===== config.mk =====
export PLATFORM = sky130hd
export DESIGN_NAME = sram_arbiter
export DESIGN_NICKNAME = d
export VERILOG_FILES = /design/src/rtl/sram_arb_pkg.sv /design/src/rtl/sram_rr_pick.sv /design/src/rtl/sram_arbiter.sv
export SDC_FILE = /design/constraint.sdc
export NUM_CORES = 1
export LEC_CHECK = 0
export ABC_AREA = 1
export ABC_CLOCK_PERIOD_IN_PS = 9380
export CAP_MARGIN = 20
export CORE_MARGIN = 2
export CORE_UTILIZATION = 38
export CTS_CLUSTER_SIZE = 25
export DETAILED_ROUTE_END_ITERATION = 16
export GPL_ROUTABILITY_DRIVEN = 0
export PLACE_DENSITY = 0.71
export SETUP_SLACK_MARGIN = 0.1
export SLEW_MARGIN = 15
export SYNTH_ARGS = -nofsm -noshare
export SYNTH_HDL_FRONTEND = slang
export SYNTH_SLANG_ARGS = --single-unit

===== constraint.sdc =====
create_clock -name clock -period 9.38 [get_ports clock]
set_input_delay 1.407 -clock clock [delete_from_list [all_inputs] [get_ports clock]]
set_output_delay 1.407 -clock clock [all_outputs]
set_load 0.02 [all_outputs]

===== src/rtl/sram_arb_pkg.sv =====
// Shared sizing and FSM encoding for the two-requester SRAM arbiter.
package sram_arb_pkg;

  localparam int AW    = 10;
  localparam int DW    = 32;
  localparam int DEPTH = 1024;

  typedef enum logic {
    CLEAR = 1'b0,
    RUN   = 1'b1
  } arbState;

endpackage


===== src/rtl/sram_rr_pick.sv =====
// Combinational 2-way round-robin picker; "last" names the requester granted most recently.
module sram_rr_pick (
  input  logic req0,
  input  logic req1,
  input  logic last,
  output logic gnt0,
  output logic gnt1
);

  // A tie goes to whichever requester was not served last.
  assign gnt0 = req0 & (~req1 | last);
  assign gnt1 = req1 & (~req0 | ~last);

endmodule


===== src/rtl/sram_arbiter.sv =====
// Two-requester arbiter for a single-write/single-read SRAM; walks the whole array
// to zero after reset, then serves one access per cycle in round-robin order.
module sram_arbiter #(
  parameter int AW    = sram_arb_pkg::AW,
  parameter int DW    = sram_arb_pkg::DW,
  parameter int DEPTH = sram_arb_pkg::DEPTH
) (
  input  logic          clock,
  input  logic          reset,
  input  logic          req0,
  input  logic          we0,
  input  logic [AW-1:0] addr0,
  input  logic [DW-1:0] wdata0,
  output logic          gnt0,
  output logic          rvalid0,
  output logic [DW-1:0] rdata0,
  input  logic          req1,
  input  logic          we1,
  input  logic [AW-1:0] addr1,
  input  logic [DW-1:0] wdata1,
  output logic          gnt1,
  output logic          rvalid1,
  output logic [DW-1:0] rdata1,
  output logic          sram_WE,
  output logic [AW-1:0] sram_WriteAddress,
  output logic [AW-1:0] sram_ReadAddress1,
  output logic [DW-1:0] sram_WriteBus,
  input  logic [DW-1:0] sram_ReadBus1,
  output logic          init_done
);

  import sram_arb_pkg::arbState;
  import sram_arb_pkg::CLEAR;
  import sram_arb_pkg::RUN;

  localparam logic [AW:0] ClrLast = (AW+1)'(DEPTH - 1);

  arbState       state, stateNext;
  logic [AW:0]   clrCnt, clrCntNext;
  logic          last, lastNext;
  logic          doneNext;
  logic          rdPend, rdPendNext;
  logic          rdPendId, rdPendIdNext;
  logic          weNext;
  logic [AW-1:0] waddrNext, raddrNext;
  logic [DW-1:0] wbusNext;

  logic          accept, acceptId, acceptWe;
  logic [AW-1:0] acceptAddr;
  logic [DW-1:0] acceptData;

  // Requests are masked until the clear walk has finished.
  sram_rr_pick picker (
    .req0 (req0 & init_done),
    .req1 (req1 & init_done),
    .last (last),
    .gnt0 (gnt0),
    .gnt1 (gnt1)
  );

  assign accept     = gnt0 | gnt1;
  assign acceptId   = gnt1;
  assign acceptWe   = gnt1 ? we1    : we0;
  assign acceptAddr = gnt1 ? addr1  : addr0;
  assign acceptData = gnt1 ? wdata1 : wdata0;

  always_comb begin
    // NOTE: every signal gets a default before the case so no path leaves one unassigned (no latches).
    stateNext    = state;
    clrCntNext   = clrCnt;
    doneNext     = init_done;
    lastNext     = last;
    weNext       = 1'b0;
    waddrNext    = sram_WriteAddress;
    wbusNext     = sram_WriteBus;
    raddrNext    = sram_ReadAddress1;
    rdPendNext   = 1'b0;
    rdPendIdNext = rdPendId;

    unique case (state)
      CLEAR: begin
        weNext     = 1'b1;
        waddrNext  = clrCnt[AW-1:0];
        wbusNext   = '0;
        clrCntNext = clrCnt + 1'b1;
        if (clrCnt == ClrLast) begin
          stateNext = RUN;
          doneNext  = 1'b1;
        end
      end
      RUN: begin
        if (accept) begin
          lastNext = acceptId;
          if (acceptWe) begin
            weNext    = 1'b1;
            waddrNext = acceptAddr;
            wbusNext  = acceptData;
          end else begin
            raddrNext    = acceptAddr;
            rdPendNext   = 1'b1;
            rdPendIdNext = acceptId;
          end
        end
      end
    endcase
  end

  // The SRAM array itself is zeroed by the CLEAR walk; reset only touches these control/data registers.
  always_ff @(posedge clock or posedge reset) begin
    if (reset) begin
      state             <= CLEAR;
      clrCnt            <= '0;
      last              <= 1'b1;
      init_done         <= 1'b0;
      rdPend            <= 1'b0;
      rdPendId          <= 1'b0;
      sram_WE           <= 1'b0;
      sram_WriteAddress <= '0;
      sram_ReadAddress1 <= '0;
      sram_WriteBus     <= '0;
      rvalid0           <= 1'b0;
      rvalid1           <= 1'b0;
      rdata0            <= '0;
      rdata1            <= '0;
    end else begin
      // NOTE: non-blocking assignments so every register samples pre-edge values.
      state             <= stateNext;
      clrCnt            <= clrCntNext;
      last              <= lastNext;
      init_done         <= doneNext;
      rdPend            <= rdPendNext;
      rdPendId          <= rdPendIdNext;
      sram_WE           <= weNext;
      sram_WriteAddress <= waddrNext;
      sram_ReadAddress1 <= raddrNext;
      sram_WriteBus     <= wbusNext;
      rvalid0           <= rdPend & ~rdPendId;
      rvalid1           <= rdPend & rdPendId;
      if (rdPend && !rdPendId) rdata0 <= sram_ReadBus1;
      if (rdPend &&  rdPendId) rdata1 <= sram_ReadBus1;
    end
  end

endmodule


### After elaboration in Yosys (flattened, before gate mapping)

Cells that the tools add are included.

| word-level totals | value |
|---|---|
| word-level logic and storage cells | 57 |
| bits of input ports | 122 |
| output and inout port bits | 122 |
| register bits after elaboration | 135 |

| operators by class | value |
|---|---|
| $add $sub $neg | 1 |
| equality and inequality tests | 3 |
| mux-type cells | 17 |
| bitwise operators | 15 |
| reductions and logical operators | 7 |

Operators with widths:

| cell | count |
|---|---|
| $mux W32 | 3 |
| $pmux W32 S2 | 1 |
| $mux W10 | 3 |
| $pmux W10 S2 | 1 |
| $add A11 B1 Y11 const B | 1 |
| $eq A11 B10 Y1 const B | 1 |
| $mux W1 | 8 |
| $and A1 B1 Y1 | 6 |
| $not A1 Y1 | 6 |
| $reduce_and A2 Y1 | 3 |
| $ne A2 B1 Y1 const B | 2 |
| $or A1 B1 Y1 | 3 |
| $reduce_and A3 Y1 | 1 |
| $logic_and A1 B1 Y1 | 2 |
| $pmux W1 S2 | 1 |
| $logic_not A1 Y1 | 1 |

### Longest topological paths before layout

Gate-level depths: netlist (run 1).

| logic depth | value |
|---|---|
| depth in word-level cells | 8 |
| depth in mapped cells | 10 |
| gate-level depth less buffers | 8 |

### Cells and area by module

A second synthesis (run 1) with hierarchy kept.

| unflattened totals | value |
|---|---|
| cells, all modules | 730 |
| area, all modules | 5848.1 um^2 |

By module, submodules not included:

| module | sequential area each (um^2) | cells each | area each (um^2) | times used |
|---|---|---|---|---|
| sram_arbiter | 3379.5 | 726 | 5820.6 | 1 |
| sram_rr_pick | 0.0 | 4 | 27.5 | 1 |

### Least setup slack after synthesis (run 1)

Ideal clock, no wire load.

| timing | value |
|---|---|
| kind | input port to output port |
| start | input port req1 |
| end | output port gnt1 |
| buffers on the path | 1 |
| setup slack | 5960 ps |
| cell stages on the path | 5 |
| required time | 7973 ps |
| arrival time | 2013 ps |
| cell sequence | nand2_2 inv_2 nand2_4 inv_1 buf_2 |

| on the way | value |
|---|---|
| longest elaborated chain between the ends | 2 |

Ends and longest elaborated chain:

| what | RTL line | text |
|---|---|---|
| from (decl) | sram_arbiter.sv:17 | `input logic req1,` |
| $and A1 B1 Y1 | sram_arbiter.sv:55 | `.req1 (req1 & init_done),` |
| $and A1 B1 Y1 | sram_rr_pick.sv:12 | `assign gnt1 = req1 & (~req0 \| ~last);` |
| to (decl) | sram_arbiter.sv:21 | `output logic gnt1,` |

No other way between the ends.

### Final worst setup path (run 1)

Ends and elaborated chain as after synthesis.

==> qor.csv, run 1 <==
stage,metric,value,unit
run_status,result_of_the_run,"finished, final reports clean",
yosys,ys_dominant_reg_cell,sky130_fd_sc_hd__dfrtp_1,
clock_tree,cts_inserted_buffers,17,
sta,final.setup_skew,4.08,ps
route,dr.first_iter.drc_count,265,
route,vias,5593,
final_layout,drive_above_1_share,0.0486,
grt,vias_in_the_first_global_route,5657,
worst_hold_path,hold_class,reg2reg,
die,die-area,0.0173,mm2
yosys,yosys.area_share.xor_xnor,0.00993,
yosys,synth_cell_type_count,25,
sta,timing.slew.headroom,0.334,
grt,grt_overflow_total,0,
route,detail_route.wl_per_cell,14.0,um
grt,grt_first_pass_wirelength,28400,um
die,die_h,131,um
sta,max_freq,186,MHz
clock_tree,tritoncts,built,
clock_tree,ctsHoldBuffers,0,
worst_setup_path,crit_type,in2out,
flow_run,cap_violations,0,
placed_design,number_of_i_o_port_buffers,243,
worst_setup_path,worst-path-max-fanout,45,
yosys,yosysSeqAreaShare,0.548,
sta,tightest_slew,997,ps
route,detail-route-antenna-nets,0,
yosys,post_synth_mux_area_share,0,
power,vdd_ir_drop_max,149,uV
yosys,mappedNetlistNets,897,
yosys,synth_simple_gate_area_share,0.287,
yosys,netlist_top_cells_count,"281 x sky130_fd_sc_hd__nand2_1, 134 x sky130_fd_sc_hd__dfrtp_1, 87 x sky130_fd_sc_hd__inv_1",
clock_tree,clock-sinks,135,
final_layout,flow.area_growth_from_synthesis,50.9,%
yosys,synth-seq-cells,135,
worst_setup_path,critPathRequiredTime,7970,ps
route,vias_per_cell,4.57,
route,drt-total-wl,17200,um
clock_tree,cts.clk_slew.worst_paths,50,ps
clock_tree,post-cts-setup-buffer-count,0,
sta,setup_tns,0,ps
sta,final.period_utilization,0.574,
die,fp-row-count,46,
power,pwr_density_cell,141,mW/mm2
yosys,synth_area_leaders,"sky130_fd_sc_hd__dfrtp_1 54%, sky130_fd_sc_hd__nand2_1 17%, sky130_fd_sc_hd__nand3_1 6.6%",
worst_setup_path,critical_path.endpoint_type,output pin,
clock_tree,clock_tree.htree_level_count,4,
worst_setup_path,startpoint_types,primary input,
die,die_w,131,um
sta,setup_violations,0,
placed_design,detailed_place_hpwl,12100,um
clock_tree,cts_buffer_depth,2,
sta,finalWorstPathRequiredPeriod,5390,ps
yosys,synth_cells,774,
final_layout,nNetsFinal,1120,
final_layout,n_antenna_cell,0,
route,residual_drc_count,0,
yosys,synth_top_family_by_area,simple AND/OR/NAND/NOR gates,
yosys,synth.yosys.warnings,0,
worst_setup_path,timing.critical_path.arrival,3980,ps
clock_tree,cts.root.buffer_cell,sky130_fd_sc_hd__clkbuf_16,
yosys,post_synth.cell_area_avg,7.97,um2
power,p_total,0.00131,W
die,design.core.area,0.0159,mm2
sta,rsz0062_at_grt,no,
yosys,syn-cell-area,0.00617,mm2
yosys,netlist.top_cell.by_area,sky130_fd_sc_hd__dfrtp_1,
grt,track_usage,0.204,
yosys,yosys.cell_count.top_type,sky130_fd_sc_hd__nand2_1,
yosys,yosys.area_share.adder,0.00203,
power,leakagePower,4.78,nW
route,dr.pass1.iters,4,
yosys,synth_top_area_share,0.543,
final_layout,fillers,1479,
grt,antenna_found_initial,0,
clock_tree,cts.repair.resized,0,
die,effective_utilization_at_floorplan,0.389,
sta,whs,479,ps
grt,grt_start_max_net_pins,71,
die,io-pin-count,244,
sta,timing.final.hold_violations,0,
yosys,edff_count_synth,0,
clock_tree,worstSkewPairLatency,410,ps
yosys,synth_compound_gate_area_share,0.0647,
sta,timing_max_transition_violations_final,0,
yosys,postSynth.asyncResetShare,1.00,
[cell usage in the layout, fill, tap and decap left out, types with 2 or more instances in the layout]
| master | instances |
|---|---|
| sky130_fd_sc_hd__buf_4 | 5 |
| sky130_fd_sc_hd__bufinv_16 | 2 |
| sky130_fd_sc_hd__clkbuf_16 | 17 |
| sky130_fd_sc_hd__clkbuf_8 | 2 |
| sky130_fd_sc_hd__clkdlybuf4s50_1 | 243 |
| sky130_fd_sc_hd__clkinv_2 | 4 |
| sky130_fd_sc_hd__clkinvlp_4 | 4 |
| sky130_fd_sc_hd__dfrtp_1 | 133 |
| sky130_fd_sc_hd__inv_1 | 86 |
| sky130_fd_sc_hd__inv_2 | 2 |
| sky130_fd_sc_hd__inv_6 | 2 |
| sky130_fd_sc_hd__nand2_1 | 280 |
| sky130_fd_sc_hd__nand2_2 | 4 |
| sky130_fd_sc_hd__nand3_1 | 82 |
| sky130_fd_sc_hd__nand3b_1 | 18 |
| sky130_fd_sc_hd__nand4_1 | 4 |
| sky130_fd_sc_hd__nor2_1 | 27 |
| sky130_fd_sc_hd__o21ai_0 | 74 |
| sky130_fd_sc_hd__o21ai_1 | 3 |
| sky130_fd_sc_hd__xnor2_1 | 4 |
| sky130_fd_sc_hd__xor2_1 | 3 |
[worst paths after layout]
| check | startpoint | endpoint | slack (ps) | cells after the start |
|---|---|---|---|---|
| min in group asynchronous | reset | rdata1[0] | 1460 | 2 |
| max | req1 | gnt1 | 3990 | 6 |
| min reg2reg | rdata0[1] | rdata0[1] | 480 | 2 |
| max in group asynchronous | reset | rvalid0 | 6600 | 3 |
| max reg2reg | last | sram_WriteAddress[7] | 6390 | 9 |
| min | rdata0[1] | rdata0[1] | 480 | 2 |
[critical path: stages]
cell	delay, ps
sky130_fd_sc_hd__clkdlybuf4s50_1	500
sky130_fd_sc_hd__nand2_2	90
sky130_fd_sc_hd__inv_2	390
sky130_fd_sc_hd__nand2_4	410
sky130_fd_sc_hd__inv_1	470
sky130_fd_sc_hd__clkdlybuf4s50_1	690
[registers in the layout, summed over array words and instances, names as in the netlist]
| register | count |
|---|---|
| rvalid0 | 1 |
| rvalid1 | 1 |
| sram_WE | 1 |
| sram_WriteAddress | 10 |
| init_done | 1 |
| rdata0 | 32 |
| clrCnt | 11 |
| sram_ReadAddress1 | 10 |
| state | 1 |
| rdata1 | 32 |
| rdPend | 1 |
| last | 1 |
| sram_WriteBus | 32 |
| rdPendId | 1 |
[cells by family (layout without fill, tap and decap cells)]
logic type,after synthesis,in the layout
xor gates and xnor gates,7,7
buffers and inverters,134,369
DFF,135,135
adders and majority gates,1,1
AOI/OAI and AO/OA,79,79
and+or+nand+nor,418,418
[through the flow]
| step | utilization | area, um2 | setup slack (ps) | std cells |
|---|---|---|---|---|
| 6_report | 0.586 | 9320 | 3990 | 1225 |
| 2_1_floorplan | - | 6170 | 4360 | 774 |
| 3_5_place_dp | 0.548 | 8710 | 4000 | 1193 |
| 5_1_grt | 0.586 | 9320 | 3740 | 1225 |
| 3_3_place_gp | 0.548 | 8710 | 4040 | 1193 |
| 4_1_cts | 0.585 | 9290 | 3990 | 1224 |
[layer usage]
| metal | share of wire | track usage | up-vias |
|---|---|---|---|
| li1 | - | - | 2855 |
| met1 | 0.46 | 0.263 | 2537 |
| met2 | 0.47 | 0.340 | 186 |
| met3 | 0.058 | 0.0540 | 15 |
| met4 | 0.012 | 0.0586 | 0 |
| met5 | 0 | 0 | - |
[report_power, final]
part / switching, W / total [W] / leakage [nW] / internal (W)
registers: 0 / 0.000583 / 1.52 / 0.000583
logic: 0.0000331 / 0.0000845 / 2.99 / 0.0000514
clock network: 0.000244 / 0.000647 / 0.277 / 0.000402
total: 0.000277 / 0.00131 / 4.78 / 0.00104
[cell type report]
type	count	area [um2]	share of cell area
Tap cell	216	270	0.0290
Multi-Input combinational cell	505	2250	0.241
Sequential cell	135	3380	0.363
Timing Repair Buffer	249	2500	0.268
Clock inverter	12	128	0.0137
Inverter	89	339	0.0364
Clock buffer	19	453	0.0486
Power figures use the tool's default switching activity.
==> inputs of run 2 (changes only) <==
- ABC_CLOCK_PERIOD_IN_PS: 9380 -> 5100
- clock period: 9.38 -> 5.1 ns (I/O delays scaled with it)
==> run 2 against run 1 <==
Compared with the run above:
- via count rose by 2.2%
- worst hold slack improved by 1.9 ps
- cell count rose by 0.33%
- die area did not move
- largest cell class unchanged
- register-to-register slack got worse by 3700 ps
- count of clock-buffer cells in the layout rose by 2
- largest power group unchanged
==> qor.csv, run 2 (same netlist as run 1, synthesis figures left out) <==
stage,metric,value,unit
grt,grt_first_pass_wirelength,28800,um
worst_setup_path,critical_path.endpoint_type,output pin,
sta,timing_max_transition_violations_final,0,
final_layout,largest_regs,"rdata0 x32, rdata1 x32, sram_WriteBus x32",
sta,finalWorstPathRequiredPeriod,3350,ps
power,p_total,0.00258,W
final_layout,multi_input_area,0.00225,mm2
sta,final.setup_skew,6.76,ps
final_layout,ff_latch_area,0.00338,mm2
grt,antenna_found_initial,0,
final_layout,most_frequent_cells_in_the_layout,"280 x sky130_fd_sc_hd__nand2_1, 243 x sky130_fd_sc_hd__clkdlybuf4s50_1, 133 x sky130_fd_sc_hd__dfrtp_1, 86 x sky130_fd_sc_hd__inv_1, 82 x sky130_fd_sc_hd__nand3_1",
route,drt-total-wl,17700,um
final_layout,post_layout_nonfiller_instances,1229,
die,die_h,131,um
final_layout,fin_area,0.00943,mm2
route,vias_per_cell,4.65,
final_layout,mostFrequentLayoutCell,sky130_fd_sc_hd__nand2_1,
clock_tree,tritoncts,built,
clock_tree,post-cts-setup-buffer-count,0,
grt,grt_start_max_net_pins,66,
worst_setup_path,maximum_single_stage_delay_on_the_critical_path,700,ps
grt,globalRouteMet2Util,0.347,
power,pwr_density_cell,274,mW/mm2
route,dr.first_iter.drc_count,275,
route,detail_route.wl_per_cell,14.4,um
placed_design,number_of_i_o_port_buffers,243,
clock_tree,cts.clk_slew.worst_paths,60,ps
placed_design,dpl.cell_count,1195,
sta,timing.slew.headroom,0.334,
die,design.core.area,0.0159,mm2
final_layout,drive_above_1_share,0.0503,
sta,setup_tns,0,ps
worst_setup_path,reg_to_reg_slack_setup,2700,ps
final_layout,nNetsFinal,1123,
final_layout,flow.area_growth_from_synthesis,52.8,%
worst_setup_path,critPathSlowestCell,sky130_fd_sc_hd__clkdlybuf4s50_1,
power,leakagePower,4.84,nW
worst_setup_path,r2r.worst_path.cells,8,
die,io-pin-count,244,
flow_run,cap_violations,0,
grt,vias_in_the_first_global_route,5529,
grt,grtUsageMet1,0.269,
route,residual_drc_count,0,
sta,final.period_utilization,0.658,
sta,whs,481,ps
worst_setup_path,startpoint_types,primary input,
sta,max_freq,298,MHz
placed_design,detailed_place_hpwl,12100,um
final_layout,n_antenna_cell,0,
clock_tree,clock_tree.htree_level_count,4,
worst_hold_path,hold_end,rdata0[14],
run_status,result_of_the_run,"finished, final reports clean",
final_layout,fillers,1448,
grt,track_usage,0.209,
sta,timing.final.hold_violations,0,
die,effective_utilization_at_floorplan,0.389,
worst_setup_path,crit_type,in2out,
die,die-area,0.0173,mm2
route,vias,5714,
clock_tree,clock-sinks,135,
clock_tree,cts.root.buffer_cell,sky130_fd_sc_hd__clkbuf_16,
die,fp-row-count,46,
worst_setup_path,timing.critical_path.mode_cell,sky130_fd_sc_hd__clkdlybuf4s50_1,
clock_tree,ctsHoldBuffers,0,
worst_setup_path,rr_startpoint,last,
clock_tree,cts.repair.resized,0,
route,dr.pass1.iters,4,
worst_hold_path,holdCritStartpoint,rdata0[14],
worst_setup_path,crit_path_cell_trace,clkdlybuf4s50_1 > nand2_2 > inv_2 > nand2_4 > inv_1 > clkdlybuf4s50_1,
worst_hold_path,number_of_cells_on_the_worst_hold_path,2,
clock_tree,cts_buffer_depth,2,
worst_hold_path,hold_class,reg2reg,
clock_tree,worstSkewPairLatency,420,ps
grt,grt_util_met3,0.0521,
die,die_w,131,um
worst_setup_path,critPathRequiredTime,4340,ps
clock_tree,cts_inserted_buffers,17,
placed_design,place_area,0.00872,mm2
worst_setup_path,worst-path-max-fanout,16,
sta,tightest_slew,996,ps
sta,rsz0062_at_grt,no,
grt,grt_max_usage_layer,met2,
route,detail-route-antenna-nets,0,
worst_setup_path,timing.critical_path.arrival,2590,ps
grt,grt_overflow_total,0,
power,vdd_ir_drop_max,244,uV
worst_setup_path,timing.rr.end,sram_WriteAddress[7],
sta,setup_violations,0,
-- run 2: critical path: cells and delay by family --
family / cells / cell delay, ps
buffers and inverters: 4 / 1680
AND/OR/NAND/NOR: 2 / 140
-- run 2: worst max path at each step --
stage | slack, ps | cells after the start | end | start
floorplan | 730 | 1 | clrCnt[0] | reset
global placement | 1740 | 6 | gnt1 | req1
detailed placement | 1730 | 6 | gnt1 | req1
CTS | 1730 | 6 | gnt1 | req1
global route | 1650 | 6 | gnt1 | req1
finish | 1750 | 6 | gnt1 | req1
-- run 2: report_power, final --
part | internal [W] | switching, W
sequential | 0.00107 | 0
clock | 0.000895 | 0.000460
combinational | 0.0000950 | 0.0000608
-- run 2: layer usage --
| layer | up-vias | wire [um] |
|---|---|---|
| li1 | 2862 | - |
| met1 | 2617 | 7820 |
| met2 | 213 | 8380 |
| met3 | 22 | 1150 |
| met4 | 0 | 313 |
| met5 | - | 0 |
-- run 2: cell type report --
class,instances,share of cell area
clock buffer,21,0.0488
sequential,135,0.358
timing repair buffer,252,0.269
inverter,89,0.0359
tap,216,0.0287
clock inverter,11,0.0207
multi-input combinational,505,0.238
-- run 2: stage by stage --
stage | setup slack, ps | utilization
4_1_cts | 1730 | 0.590
6_report | 1750 | 0.594
3_3_place_gp | 1740 | 0.549
3_5_place_dp | 1730 | 0.549
5_1_grt | 1650 | 0.594
2_1_floorplan | 726 | -
